--- config.mk ---
export PLATFORM = sky130hd
export DESIGN_NAME = leaf_stream_bridge
export DESIGN_NICKNAME = d
export VERILOG_FILES = /design/src/rtl/leaf_stream_bridge.sv
export SDC_FILE = /design/constraint.sdc
export NUM_CORES = 1
export LEC_CHECK = 0
export BUFFER_PORTS_ARGS = -buffer_cell sky130_fd_sc_hd__buf_2
export CAP_MARGIN = 0
export CORE_UTILIZATION = 45
export CTS_BUF_LIST = sky130_fd_sc_hd__clkbuf_4
export CTS_CLUSTER_DIAMETER = 100
export DETAILED_ROUTE_END_ITERATION = 7
export HOLD_SLACK_MARGIN = 0.12
export PLACE_DENSITY = 0.73
export SYNTH_ARGS = -nofsm -noshare
export SYNTH_HDL_FRONTEND = slang
export SYNTH_SLANG_ARGS = --single-unit
--- constraint.sdc ---
create_clock -name clk_user -period 2.22 [get_ports clk_user]
set_input_delay 0.222 -clock clk_user [delete_from_list [all_inputs] [get_ports clk_user]]
set_output_delay 0.222 -clock clk_user [all_outputs]
set_load 0.02 [all_outputs]
--- src/rtl/leaf_stream_bridge.sv ---
// Buffered ap_vld/ap_ack stream bridge between the leaf interface and an HLS kernel, plus kernel start sequencing.
// Optional per-channel delivered-word counters are enabled with LEAF_STREAM_BRIDGE_STATS_EN.

module leaf_stream_fifo #(
    parameter int PAYLOAD_BITS    = 32,
    parameter int FIFO_DEPTH_BITS = 2
) (
    input  logic                       clk_user,
    input  logic                       reset_n,
    input  logic [PAYLOAD_BITS-1:0]    wr_data,
    input  logic                       wr_vld,
    output logic                       wr_ack,
    output logic [PAYLOAD_BITS-1:0]    rd_data,
    output logic                       rd_vld,
    input  logic                       rd_ack,
`ifdef LEAF_STREAM_BRIDGE_STATS_EN
    output logic [31:0]                xfer_count,
`endif
    output logic [FIFO_DEPTH_BITS:0]   fill
);
    localparam logic [FIFO_DEPTH_BITS:0] DEPTH = {1'b1, {FIFO_DEPTH_BITS{1'b0}}};

    logic [PAYLOAD_BITS-1:0]    mem [2**FIFO_DEPTH_BITS];
    logic [FIFO_DEPTH_BITS-1:0] wr_ptr;
    logic [FIFO_DEPTH_BITS-1:0] rd_ptr;
    logic                       push;
    logic                       pop;

    // Full is judged on registered fill only, so a same-cycle pop never frees a slot for the writer.
    assign wr_ack  = reset_n & wr_vld & (fill != DEPTH);
    assign rd_vld  = (fill != '0);
    assign rd_data = mem[rd_ptr];
    assign push    = wr_ack;
    assign pop     = rd_vld & rd_ack;

    always_ff @(posedge clk_user) begin
        if (push) begin
            mem[wr_ptr] <= wr_data;
        end
    end

    always_ff @(posedge clk_user) begin
        if (!reset_n) begin
            wr_ptr <= '0;
            rd_ptr <= '0;
            fill   <= '0;
        end else begin
            if (push) begin
                wr_ptr <= wr_ptr + FIFO_DEPTH_BITS'(1);
            end
            if (pop) begin
                rd_ptr <= rd_ptr + FIFO_DEPTH_BITS'(1);
            end
            case ({push, pop})
                2'b10:   fill <= fill + (FIFO_DEPTH_BITS+1)'(1);
                2'b01:   fill <= fill - (FIFO_DEPTH_BITS+1)'(1);
                default: fill <= fill;
            endcase
        end
    end

`ifdef LEAF_STREAM_BRIDGE_STATS_EN
    always_ff @(posedge clk_user) begin
        if (!reset_n) begin
            xfer_count <= '0;
        end else if (pop) begin
            xfer_count <= xfer_count + 32'd1;
        end
    end
`endif

endmodule

// state   | meaning
// ST_WAIT | counting down START_DELAY cycles after reset release, ap_start low
// ST_RUN  | kernel started, ap_start held high until the next reset
module leaf_stream_bridge #(
    parameter int PAYLOAD_BITS    = 32,
    parameter int NUM_IN_PORTS    = 2,
    parameter int NUM_OUT_PORTS   = 2,
    parameter int FIFO_DEPTH_BITS = 2,
    parameter int START_DELAY     = 4
) (
    input  logic                                       clk_user,
    input  logic                                       reset_n,
    input  logic [NUM_IN_PORTS*PAYLOAD_BITS-1:0]       dout_leaf_interface2user,
    input  logic [NUM_IN_PORTS-1:0]                    vld_interface2user,
    output logic [NUM_IN_PORTS-1:0]                    ack_user2interface,
    output logic [NUM_IN_PORTS*PAYLOAD_BITS-1:0]       kernel_in_data,
    output logic [NUM_IN_PORTS-1:0]                    kernel_in_vld,
    input  logic [NUM_IN_PORTS-1:0]                    kernel_in_ack,
    input  logic [NUM_OUT_PORTS*PAYLOAD_BITS-1:0]      kernel_out_data,
    input  logic [NUM_OUT_PORTS-1:0]                   kernel_out_vld,
    output logic [NUM_OUT_PORTS-1:0]                   kernel_out_ack,
    output logic [NUM_OUT_PORTS*PAYLOAD_BITS-1:0]      din_leaf_user2interface,
    output logic [NUM_OUT_PORTS-1:0]                   vld_user2interface,
    input  logic [NUM_OUT_PORTS-1:0]                   ack_interface2user,
    output logic                                       ap_start,
`ifdef LEAF_STREAM_BRIDGE_STATS_EN
    output logic [(NUM_IN_PORTS+NUM_OUT_PORTS)*32-1:0] xfer_count,
`endif
    output logic [NUM_IN_PORTS*(FIFO_DEPTH_BITS+1)-1:0]  in_fill,
    output logic [NUM_OUT_PORTS*(FIFO_DEPTH_BITS+1)-1:0] out_fill
);
    localparam int FB = FIFO_DEPTH_BITS + 1;

    typedef enum logic {ST_WAIT, ST_RUN} start_state_t;

    start_state_t state;
    logic [7:0]   delay_cnt;

    for (genvar k = 0; k < NUM_IN_PORTS; k++) begin : g_in
        leaf_stream_fifo #(
            .PAYLOAD_BITS    (PAYLOAD_BITS),
            .FIFO_DEPTH_BITS (FIFO_DEPTH_BITS)
        ) u_fifo (
            .clk_user   (clk_user),
            .reset_n    (reset_n),
            .wr_data    (dout_leaf_interface2user[k*PAYLOAD_BITS +: PAYLOAD_BITS]),
            .wr_vld     (vld_interface2user[k]),
            .wr_ack     (ack_user2interface[k]),
            .rd_data    (kernel_in_data[k*PAYLOAD_BITS +: PAYLOAD_BITS]),
            .rd_vld     (kernel_in_vld[k]),
            .rd_ack     (kernel_in_ack[k]),
`ifdef LEAF_STREAM_BRIDGE_STATS_EN
            .xfer_count (xfer_count[k*32 +: 32]),
`endif
            .fill       (in_fill[k*FB +: FB])
        );
    end

    for (genvar k = 0; k < NUM_OUT_PORTS; k++) begin : g_out
        leaf_stream_fifo #(
            .PAYLOAD_BITS    (PAYLOAD_BITS),
            .FIFO_DEPTH_BITS (FIFO_DEPTH_BITS)
        ) u_fifo (
            .clk_user   (clk_user),
            .reset_n    (reset_n),
            .wr_data    (kernel_out_data[k*PAYLOAD_BITS +: PAYLOAD_BITS]),
            .wr_vld     (kernel_out_vld[k]),
            .wr_ack     (kernel_out_ack[k]),
            .rd_data    (din_leaf_user2interface[k*PAYLOAD_BITS +: PAYLOAD_BITS]),
            .rd_vld     (vld_user2interface[k]),
            .rd_ack     (ack_interface2user[k]),
`ifdef LEAF_STREAM_BRIDGE_STATS_EN
            .xfer_count (xfer_count[(NUM_IN_PORTS+k)*32 +: 32]),
`endif
            .fill       (out_fill[k*FB +: FB])
        );
    end

    // The terminal-count cycle itself moves to RUN, so START_DELAY = 0 starts on the first free-running edge.
    always_ff @(posedge clk_user) begin
        if (!reset_n) begin
            state     <= ST_WAIT;
            delay_cnt <= 8'(START_DELAY);
            ap_start  <= 1'b0;
        end else begin
            case (state)
                ST_WAIT: begin
                    if (delay_cnt == 8'd0) begin
                        state    <= ST_RUN;
                        ap_start <= 1'b1;
                    end else begin
                        delay_cnt <= delay_cnt - 8'd1;
                    end
                end
                ST_RUN: begin
                    ap_start <= 1'b1;
                end
            endcase
        end
    end

endmodule

==> impl_metrics.tcl <==
set metrics [dict create \
    synthArstFlopShare 0 \
    leakage_nw 10.5 \
    coreArea_mm2 0.0455 \
    hold_viol 0 \
    drv_cap 0 \
    fin_util 0.642 \
    layout_common_cells "512 x edfxtp_1, 267 x dlygate4sd3_1, 207 x clkbuf_4" \
    yosys.area.top_type "edfxtp_1" \
    ctsLongestPathBuffers 3 \
    layout_commonest_cell "edfxtp_1" \
    place_hpwl_um 24900 \
    syn_inst 942 \
    num_vias 12100 \
    synth_fp_nets 1106 \
    relSlewSlack 0.640 \
    crit_arrival_ps 2320 \
    postRouteAntennaNets 0 \
    post-route-worst-setup-slack_ps -326 \
    synth_top_area_share 0.738 \
    period_needed_ps 2550 \
    cpMaxStageDelayCell "mux4_2" \
    worstSetupEndpointType "output pin" \
    grt_max_degree 37 \
    grt_pass1_vias 13500 \
    violations "negative setup slack" \
    fin_skew_ps 38.4 \
    cp-start-kind "flip-flop" \
    setup_viol 130 \
    grt_pass1_wl_um 73500 \
    antenna_found_initial 3 \
    vias_per_cell 5.08 \
    worst_pin_slew_ps 540 \
    cts_tree "built" \
    crit_required_ps 2000 \
    finalCritPeriodShare 1.15 \
    wl_per_cell_um 20.9 \
    outcome "finished with violations" \
    critPathMaxFanout 8 \
    syn_area_mm2 0.0208 \
    fp.dieW_um 217 \
    worst_path_largest_cell_delay_ps 550 \
    h-tree-depth 4 \
    insertion_delay_ps 980 \
    ioPinCount 287 \
    slew_violations 0 \
    area_delta_synth_final_pct 40.2 \
    clkTransAtPathRegs_ps 60 \
    cp_num_buf_inv 3 \
    yosysUniqueCellTypes 39 \
    whs_ps 278 \
    gp_congestion 0.757 \
    cts-root-buf "clkbuf_4" \
    critical-path-top-delay-family "multiplexers" \
    drive_above_1_share 0.433 \
    cts_inserted_buffers 139 \
    layout.nets 1839 \
    avgSynthCellArea_um2 22.1 \
    port_buffers 286 \
    ys_seq_area_frac 0.783 \
    path_cells "buf_12 -> buf_16 -> mux4_2 -> buf_6" \
    yosysWarnings 0 \
    drc 0 \
    ir_drop_mv 0.664 \
    track_usage 0.211 \
    drt_iter0_drc 795 \
    num_rows 78 \
    synthTopCellsByArea "edfxtp_1 74%, mux4_2 14%, dfxtp_1 4.4%" \
    hold_path_class "primary input to flip-flop" \
    setup.worst_path.class "flip-flop to output pin" \
    grt.overflow.total 0 \
    ys_seq_elements 558 \
    ys.flop_type "edfxtp_1" \
    fp.dieH_um 217 \
    clock.fmax_mhz 393 \
    start_util 0.458 \
    p_per_area_mw_per_mm2 1070 \
    place_ws_ps 3.50 \
    synth_edf_count 512 \
    dr.pass1.iters 5 \
    grt_setup_unrepaired "yes" \
    cts_num_sinks 558 \
    wirelength_um 49800 \
    dieArea_mm2 0.0471 \
]
==> registers in the layout, summed over array words and instances (netlist names), named ones only <==
| signal | cells |
|---|---|
| delay_cnt | 8 |
| g_out.u_fifo.rd_ptr | 4 |
| g_out.u_fifo.wr_ptr | 4 |
| ap_start | 1 |
| g_in.u_fifo.mem | 256 |
| g_out.u_fifo.fill | 6 |
| g_in.u_fifo.rd_ptr | 4 |
| g_in.u_fifo.wr_ptr | 4 |
| g_out.u_fifo.mem | 256 |
| g_in.u_fifo.fill | 6 |
| state | 1 |
==> Yosys cell counts, types with 3 or more instances <==
| cell | n |
|---|---|
| edfxtp_1 | 512 |
| mux4_2 | 128 |
| dfxtp_1 | 46 |
| inv_1 | 29 |
| nor2_1 | 26 |
| ha_1 | 22 |
| clkbuf_1 | 19 |
| a21oi_1 | 18 |
| and3_1 | 12 |
| buf_2 | 12 |
| xor2_1 | 12 |
| and2_1 | 10 |
| buf_4 | 8 |
| nand3_1 | 8 |
| o21ai_0 | 8 |
| or3_1 | 8 |
| buf_1 | 7 |
| nand2_1 | 5 |
| nand2b_1 | 5 |
| fa_1 | 4 |
| mux2i_1 | 4 |
| o311ai_0 | 4 |
| o31a_1 | 4 |
| o31ai_1 | 4 |
| xnor2_1 | 4 |
| a21o_1 | 3 |
| or3b_2 | 3 |
==> stage by stage <==
step	cells	instance area [um^2]	power, mW	TNS (ps)
CTS	2373	29000	30.9	-51200
floorplan	942	20900	17.6	-62.6
global placement	1837	23300	19.7	0
finish	2378	29200	31.1	-30960
global route	2377	29200	32.5	-53900
detailed placement	1837	23300	19.8	0
==> path summary, 6_finish.rpt <==
kind / from / endpoint / slack [ps] / depth (start not counted)
worst min register to register: ap_start$_SDFFE_PN0N_ / ap_start$_SDFFE_PN0N_ / 460 / 2
worst max-delay path: flip-flop / kernel_in_data[17] / -330 / 4
worst max register to register: g_in[0].u_fifo.fill[2]$_SDFFE_PN0P_ / g_in[0].u_fifo.fill[2]$_SDFFE_PN0P_ / -40 / 10
worst min-delay path: ack_interface2user[1] / g_out[1].u_fifo.rd_ptr[1]$_SDFFE_PN0P_ / 280 / 5
==> routing by layer <==
metal / GRT usage / vias up / wire, um / part of all wire
li1: - / 5417 / - / -
met5: 0 / - / 0 / 0
met3: 0.0790 / 108 / 3520 / 0.071
met2: 0.363 / 437 / 26500 / 0.53
met1: 0.229 / 6126 / 18300 / 0.37
met4: 0.102 / 0 / 1440 / 0.029
==> tightest hold or removal path: stages <==
cell           delay [ps]
dlygate4sd3_1         540
buf_2                 130
o311ai_0              120
xor2_1                 80
nor2_1                100
==> final cells by class <==
type	count	area, um^2
Sequential cell	558	16300
Fill cell	3012	16300
Timing Repair Buffer	638	5920
Multi-Input combinational cell	308	4280
Clock buffer	207	1550
Tap cell	600	751
Clock inverter	31	219
Inverter	30	113
Antenna cell	6	15.0
==> logic make-up after synthesis <==
logic type	Yosys count	share of synthesized area
DFF	558	0.783
AOI/OAI and AO/OA	45	0.0136
adders and majority gates	26	0.0171
buffers and inverters	76	0.0159
muxes	132	0.140
and+or+nand+nor	89	0.0237
xor gates and xnor gates	16	0.00673
==> power breakdown <==
part / switching, mW / internal (mW)
Combinational: 4.65 / 5.23
Clock: 4.08 / 4.60
Sequential: 0.384 / 12.2
==> timing repair <==
| action | in CTS | in global routing |
|---|---|---|
| hold buffers | 267 | 0 |
| endpoints found under the setup margin | 137 | 141 |
| cloned | 11 | 1 |
| resized for setup | 230 | 89 |
| pin swaps | 8 | 1 |
| endpoints found under the hold margin | 579 | 0 |
| buffers inserted | 20 | 2 |
No activity file was read; power rests on OpenSTA's default activity.
